$ cat config.mk
export PLATFORM = sky130hd
export DESIGN_NAME = cpu_operand_stack
export DESIGN_NICKNAME = d
export VERILOG_FILES = /design/src/rtl/cpu_stack_pkg.sv /design/src/rtl/cpu_operand_stack.sv
export SDC_FILE = /design/constraint.sdc
export NUM_CORES = 2
export LEC_CHECK = 0
export CAP_MARGIN = 10
export CORE_AREA = 5 5 555 557
export DETAILED_ROUTE_END_ITERATION = 12
export DIE_AREA = 0 0 560 562
export PLACE_DENSITY_LB_ADDON = 0.12
export SYNTH_ARGS = -nofsm -noshare
export SYNTH_HDL_FRONTEND = slang
export SYNTH_SLANG_ARGS = --single-unit
export TNS_END_PERCENT = 1
$ cat constraint.sdc
create_clock -name clk -period 8.4 [get_ports clk]
set_clock_uncertainty 0.1 [all_clocks]
set_input_delay 1.68 -clock clk [delete_from_list [all_inputs] [get_ports clk]]
set_output_delay 1.68 -clock clk [all_outputs]
set_load 0.005 [all_outputs]
$ cat src/rtl/cpu_stack_pkg.sv
`default_nettype none
// ============================================================================
//  Module      : cpu_stack_pkg
//  Description : Shared widths, default depth and entry tag encodings for
//                the decode-stage operand stack and its writeback producer.
//  Revision    : 1.0 - initial parametrised operand stack support
// ============================================================================
package cpu_stack_pkg;

  // Entry layout: {tag[2:0], value[31:0]}
  localparam int STACK_TAG_W   = 3;
  localparam int STACK_VALUE_W = 32;
  localparam int STACK_WIDTH   = STACK_TAG_W + STACK_VALUE_W;  // 35
  localparam int STACK_POP_W   = 11;
  localparam int STACK_DEPTH   = 64;

  // Tag field encodings held in the top 3 bits of every entry
  typedef enum logic [STACK_TAG_W-1:0] {
    TAG_NONE  = 3'd0,
    TAG_INT   = 3'd1,
    TAG_ADDR  = 3'd2,
    TAG_RET   = 3'd3,
    TAG_FRAME = 3'd4,
    TAG_CONST = 3'd5
  } stack_tag_e;

  // Assemble an entry from its tag and 32-bit payload
  function automatic logic [STACK_WIDTH-1:0] stack_entry(
    input stack_tag_e                 tag,
    input logic [STACK_VALUE_W-1:0]   value
  );
    return {tag, value};
  endfunction

  // Extract the tag field from an entry
  function automatic stack_tag_e stack_tag(input logic [STACK_WIDTH-1:0] entry);
    return stack_tag_e'(entry[STACK_WIDTH-1 -: STACK_TAG_W]);
  endfunction

endpackage
`default_nettype wire

$ cat src/rtl/cpu_operand_stack.sv
`default_nettype none
// ============================================================================
//  Module      : cpu_operand_stack
//  Description : DEPTH x WIDTH operand stack. Exposes the top TOPS entries
//                combinationally; applies one writeback update per cycle
//                (flush, else multi-entry pop then optional push) and keeps
//                occupancy plus sticky overflow/underflow flags.
//  Revision    : 1.0 - initial parametrised operand stack
// ============================================================================
module cpu_operand_stack
  import cpu_stack_pkg::*;
#(
  parameter int WIDTH = STACK_WIDTH,
  parameter int DEPTH = STACK_DEPTH,
  parameter int TOPS  = 2,
  parameter int POP_W = STACK_POP_W
) (
  input  logic                       clk,
  input  logic                       rst,
  input  logic                       st__pop,
  input  logic [POP_W-1:0]           st__to_pop,
  input  logic                       st__push,
  input  logic [WIDTH-1:0]           st__to_push,
  input  logic                       st__flush,
  input  logic                       st__err_clr,
  output logic [TOPS*WIDTH-1:0]      st__top,
  output logic [$clog2(DEPTH+1)-1:0] st__count,
  output logic                       st__empty,
  output logic                       st__full,
  output logic                       st__err_overflow,
  output logic                       st__err_underflow
);

  localparam int CNT_W  = $clog2(DEPTH+1);
  localparam int ADDR_W = (DEPTH > 1) ? $clog2(DEPTH) : 1;
  // Pop count and occupancy are compared at the wider of the two widths so a
  // large pop request never wraps into a small legal one.
  localparam int CMP_W  = (POP_W > CNT_W) ? POP_W : CNT_W;

  localparam logic [CNT_W-1:0] C_DEPTH = CNT_W'(DEPTH);

  // Storage is deliberately not reset; only entries below r_count are visible
  logic [WIDTH-1:0] r_mem [DEPTH];
  logic [CNT_W-1:0] r_count;
  logic             r_err_overflow;
  logic             r_err_underflow;

  logic [CMP_W-1:0] w_pop_n;
  logic [CMP_W-1:0] w_count_ext;
  logic             w_underflow;
  logic [CNT_W-1:0] w_c1;
  logic             w_push_ok;
  logic             w_overflow;
  logic [CNT_W-1:0] w_next_count;

  // Pop stage then push stage of the single per-cycle update
  always_comb begin
    w_pop_n      = st__pop ? CMP_W'(st__to_pop) : '0;
    w_count_ext  = CMP_W'(r_count);
    w_underflow  = (w_pop_n > w_count_ext);
    // Truncation is safe here: only taken when w_pop_n <= r_count
    w_c1         = w_underflow ? '0 : (r_count - CNT_W'(w_pop_n));
    w_push_ok    = st__push && (w_c1 < C_DEPTH);
    w_overflow   = st__push && !w_push_ok;
    w_next_count = w_push_ok ? (w_c1 + CNT_W'(1)) : w_c1;
  end

  // Occupancy and sticky error flags; flush discards entries but not errors
  always_ff @(posedge clk or posedge rst) begin
    if (rst) begin
      r_count         <= '0;
      r_err_overflow  <= 1'b0;
      r_err_underflow <= 1'b0;
    end else begin
      if (st__flush) begin
        r_count <= '0;
      end else begin
        r_count <= w_next_count;
      end
      // A fresh error in the clearing cycle takes priority over the clear
      r_err_overflow  <= (r_err_overflow  & ~st__err_clr) | (w_overflow  & ~st__flush);
      r_err_underflow <= (r_err_underflow & ~st__err_clr) | (w_underflow & ~st__flush);
    end
  end

  // Entry write for an accepted push, landing just above the post-pop top
  always_ff @(posedge clk) begin
    if (!st__flush && w_push_ok) begin
      r_mem[w_c1[ADDR_W-1:0]] <= st__to_push;
    end
  end

  // Slice k shows the entry k below the top, or zeros past the bottom
  for (genvar k = 0; k < TOPS; k++) begin : g_top
    logic             w_valid;
    logic [CNT_W-1:0] w_idx;

    assign w_valid = (r_count > CNT_W'(k));
    assign w_idx   = r_count - CNT_W'(k + 1);
    assign st__top[k*WIDTH +: WIDTH] = w_valid ? r_mem[w_idx[ADDR_W-1:0]] : '0;
  end

  assign st__count         = r_count;
  assign st__empty         = (r_count == '0);
  assign st__full          = (r_count == C_DEPTH);
  assign st__err_overflow  = r_err_overflow;
  assign st__err_underflow = r_err_underflow;

endmodule
`default_nettype wire

==> results.sh <==
export IMPL_cp_end_kind="output port"
export IMPL_cts_buffers_inserted=266
export IMPL_clkSinkCount=2249
export IMPL_hp_class="reg2reg"
export IMPL_hold_depth=1
export IMPL_syn_area_um2=105000
export IMPL_first_pass_iters=7
export IMPL_synth_seq_cells=2249
export IMPL_syn_to_final_growth_pct=15.0
export IMPL_portBuffers=132
export IMPL_synthFlopType="edfxtp_1"
export IMPL_worst_path_max_delay_cell="a2111oi_0"
export IMPL_final_common_cell="edfxtp_1"
export IMPL_initial_core_util_pct=34.9
export IMPL_p_comb_share_pct=34.6
export IMPL_seq_area_frac_synth_pct=64.1
export IMPL_gp_congestion=0.856
export IMPL_ir_worst_vdd_mv=0.295
export IMPL_vias_per_cell=6.39
export IMPL_final_cell_mix="2240 x edfxtp_1, 1148 x mux4_2, 778 x nand2_1"
export IMPL_pwr_share_clk_pct=31.2
export IMPL_post_route_min_period_ns=8.15
export IMPL_clock_path_buffers=4
export IMPL_drtIter0Drc=9046
export IMPL_routedWlPerCell_um=42.1
export IMPL_power_density_nw_per_um2=302
export IMPL_hold_slack_ns=0.395
export IMPL_io_pins=133
export IMPL_holdBufCountCts=0
export IMPL_post_route_period_util_pct=97.0
export IMPL_route_vias_total=64934
export IMPL_intPower_mw=23.8
export IMPL_grtUsageTotal_pct=26.5
export IMPL_hpwl_mm=259
export IMPL_layout_nets=6007
export IMPL_die_area_um2=315000
export IMPL_postCtsSetupRepairBufs=0
export IMPL_stdcell_area_um2=121000
export IMPL_path_max_fanout=50
export IMPL_rsz0062_at_grt="false"
export IMPL_routed_wl_mm=427
export IMPL_syn_area_per_cell_um2=18.6
export IMPL_max_freq_mhz=123
export IMPL_postRouteAntennaNets=0
export IMPL_layout_drive_gt1_share_pct=31.9
export IMPL_ys_warn_count=0
export IMPL_switching_share_pct=35.0
export IMPL_drv_cap=0
export IMPL_finalSetupViolations=0
export IMPL_nFillCells=26991
export IMPL_detail_route_drc_violations=0
export IMPL_grt_max_degree=122
export IMPL_p_switching_mw=12.8
export IMPL_synth_cell_types=71
export IMPL_finalSetupTns_ns=0
export IMPL_synth_edff_count=2240
export IMPL_tightest_slew_ns=1.34
export IMPL_fp_dieW_um=560
export IMPL_critical_path_class="reg2out"
export IMPL_yosysTopAreaCell="edfxtp_1"
export IMPL_p_seq_share_pct=34.1
export IMPL_clk_latency_ns=0.91
export IMPL_antenna_found_initial=44
export IMPL_core_um2=302000
export IMPL_cp_start_kind="flip-flop"
export IMPL_htree_levels=5
export IMPL_rows=202
export IMPL_yosysTopAreaCellShare_pct=63.9
export IMPL_slew_viol_final=0
export IMPL_first_global_vias=63311
export IMPL_clk_pin_slew_ns=0.06
export IMPL_place_area_um2=113000
export IMPL_yosys_top_cells_area="edfxtp_1 64%, mux4_2 25%, nand2_1 2.8%"
export IMPL_cts_tree="built"
export IMPL_status="completed"
export IMPL_syn_num_nets=5741
export IMPL_crit_required_ns=6.62
export IMPL_cpPeakStageDelay_ns=0.96
export IMPL_postCtsResizedCells=0
export IMPL_crit_chain="buf_4, buf_4, mux4_2, mux4_2, a2111oi_0, nor2_1, clkdlybuf4s50_1"
export IMPL_r2r_slack_ns=2.76
export IMPL_r2r_cells=8
export IMPL_relSlewSlack_pct=10.1
export IMPL_synthArstFlopShare_pct=0.400
export IMPL_netlist_instances=5669
export IMPL_p_leak_nw=37.4
export IMPL_root_buffer="clkbuf_16"
export IMPL_grt_overflow_total=0
export IMPL_hold_viol_final=0
export IMPL_fp_dieH_um=562
export IMPL_arrival_ns=6.37
export IMPL_grt_pass1_wl_mm=573
final timing paths:
| path | start | to |
|---|---|---|
| min in group asynchronous | rst | st__err_underflow |
| max reg2reg | st__count[5] | r_mem[23][10] |
| max in group asynchronous | rst | st__count[1] |
| max | st__count[0] | st__top[61] |
| min | st__err_overflow | st__err_overflow |
| min reg2reg | st__err_overflow | st__err_overflow |
metal layers:
layer  vias up  track usage (%)  wire (um)
li1      24518                -          -
met4        12             10.2      18100
met2      3884             41.5     198000
met5         -                0         78
met3       683             5.69      39600
met1     35837             36.5     172000
power groups by stage:
stage / Clock (mW) / Combinational, mW / Sequential, mW
final: 11.4 / 12.7 / 12.5
after global routing: 12.1 / 13.1 / 12.5
after CTS: 11.6 / 12.7 / 12.5
after detailed placement: 0 / 12.7 / 12.7
after global placement: 0 / 12.7 / 12.7
after floorplan: 0 / 6.72 / 12.7
Yosys cell counts, types with 15 or more instances:
| cell type | n |
|---|---|
| nor3_1 | 85 |
| mux2i_1 | 104 |
| a32oi_1 | 20 |
| o22ai_1 | 44 |
| nand4_1 | 55 |
| o21ai_0 | 46 |
| edfxtp_1 | 2240 |
| nand2_1 | 779 |
| inv_1 | 19 |
| xnor2_1 | 15 |
| a31oi_1 | 70 |
| mux4_2 | 1148 |
| and3_1 | 85 |
| nand3_1 | 221 |
| clkbuf_1 | 140 |
| a21oi_1 | 51 |
| ha_1 | 19 |
| buf_2 | 199 |
| a22oi_1 | 29 |
| buf_4 | 58 |
| nor2_1 | 58 |
| buf_1 | 27 |
critical path: cells and delay by family, from the launching register on:
kind            cells  cell delay (ns)
mux                 2             1.17
compound gates      1             0.96
simple gates        1             0.37
flops               1             0.79
buf+inv             3             2.03
area by class of cell:
type	count	area [um2]	area share [%]
flip-flops and latches	2249	67500	55.8
clock inverters	133	1330	1.10
diodes	50	125	0.103
well taps	3978	4980	4.11
clock buffers	327	7060	5.83
inverters	21	86.3	0.0713
multi-input cells	2965	36100	29.9
repair buffers	432	3830	3.17
kinds of logic after synthesis:
family / synth area share [%]
AO/OA/AOI/OAI: 2.21
XOR/XNOR: 0.164
adder cells (fa/ha/maj): 0.245
buffers and inverters: 2.14
flip-flops: 64.1
multiplexers: 25.6
AND/OR/NAND/NOR: 5.56
flip-flops by register name, indices dropped and copies added (netlist names):
signal / flops
r_mem: 2240
st__err_overflow: 1
st__count: 7
st__err_underflow: 1
per-stage QoR:
stage	instances	util (%)	setup slack (ns)	power [mW]
finish	10155	40.1	0.254	36.5
global route	10135	40.1	0.0803	37.7
CTS	10104	40.0	0.186	36.8
detailed placement	9644	37.3	1.20	25.4
global placement	9642	37.2	0.976	25.4
floorplan	5669	-	1.40	19.4
Power figures use the tool's default switching activity.
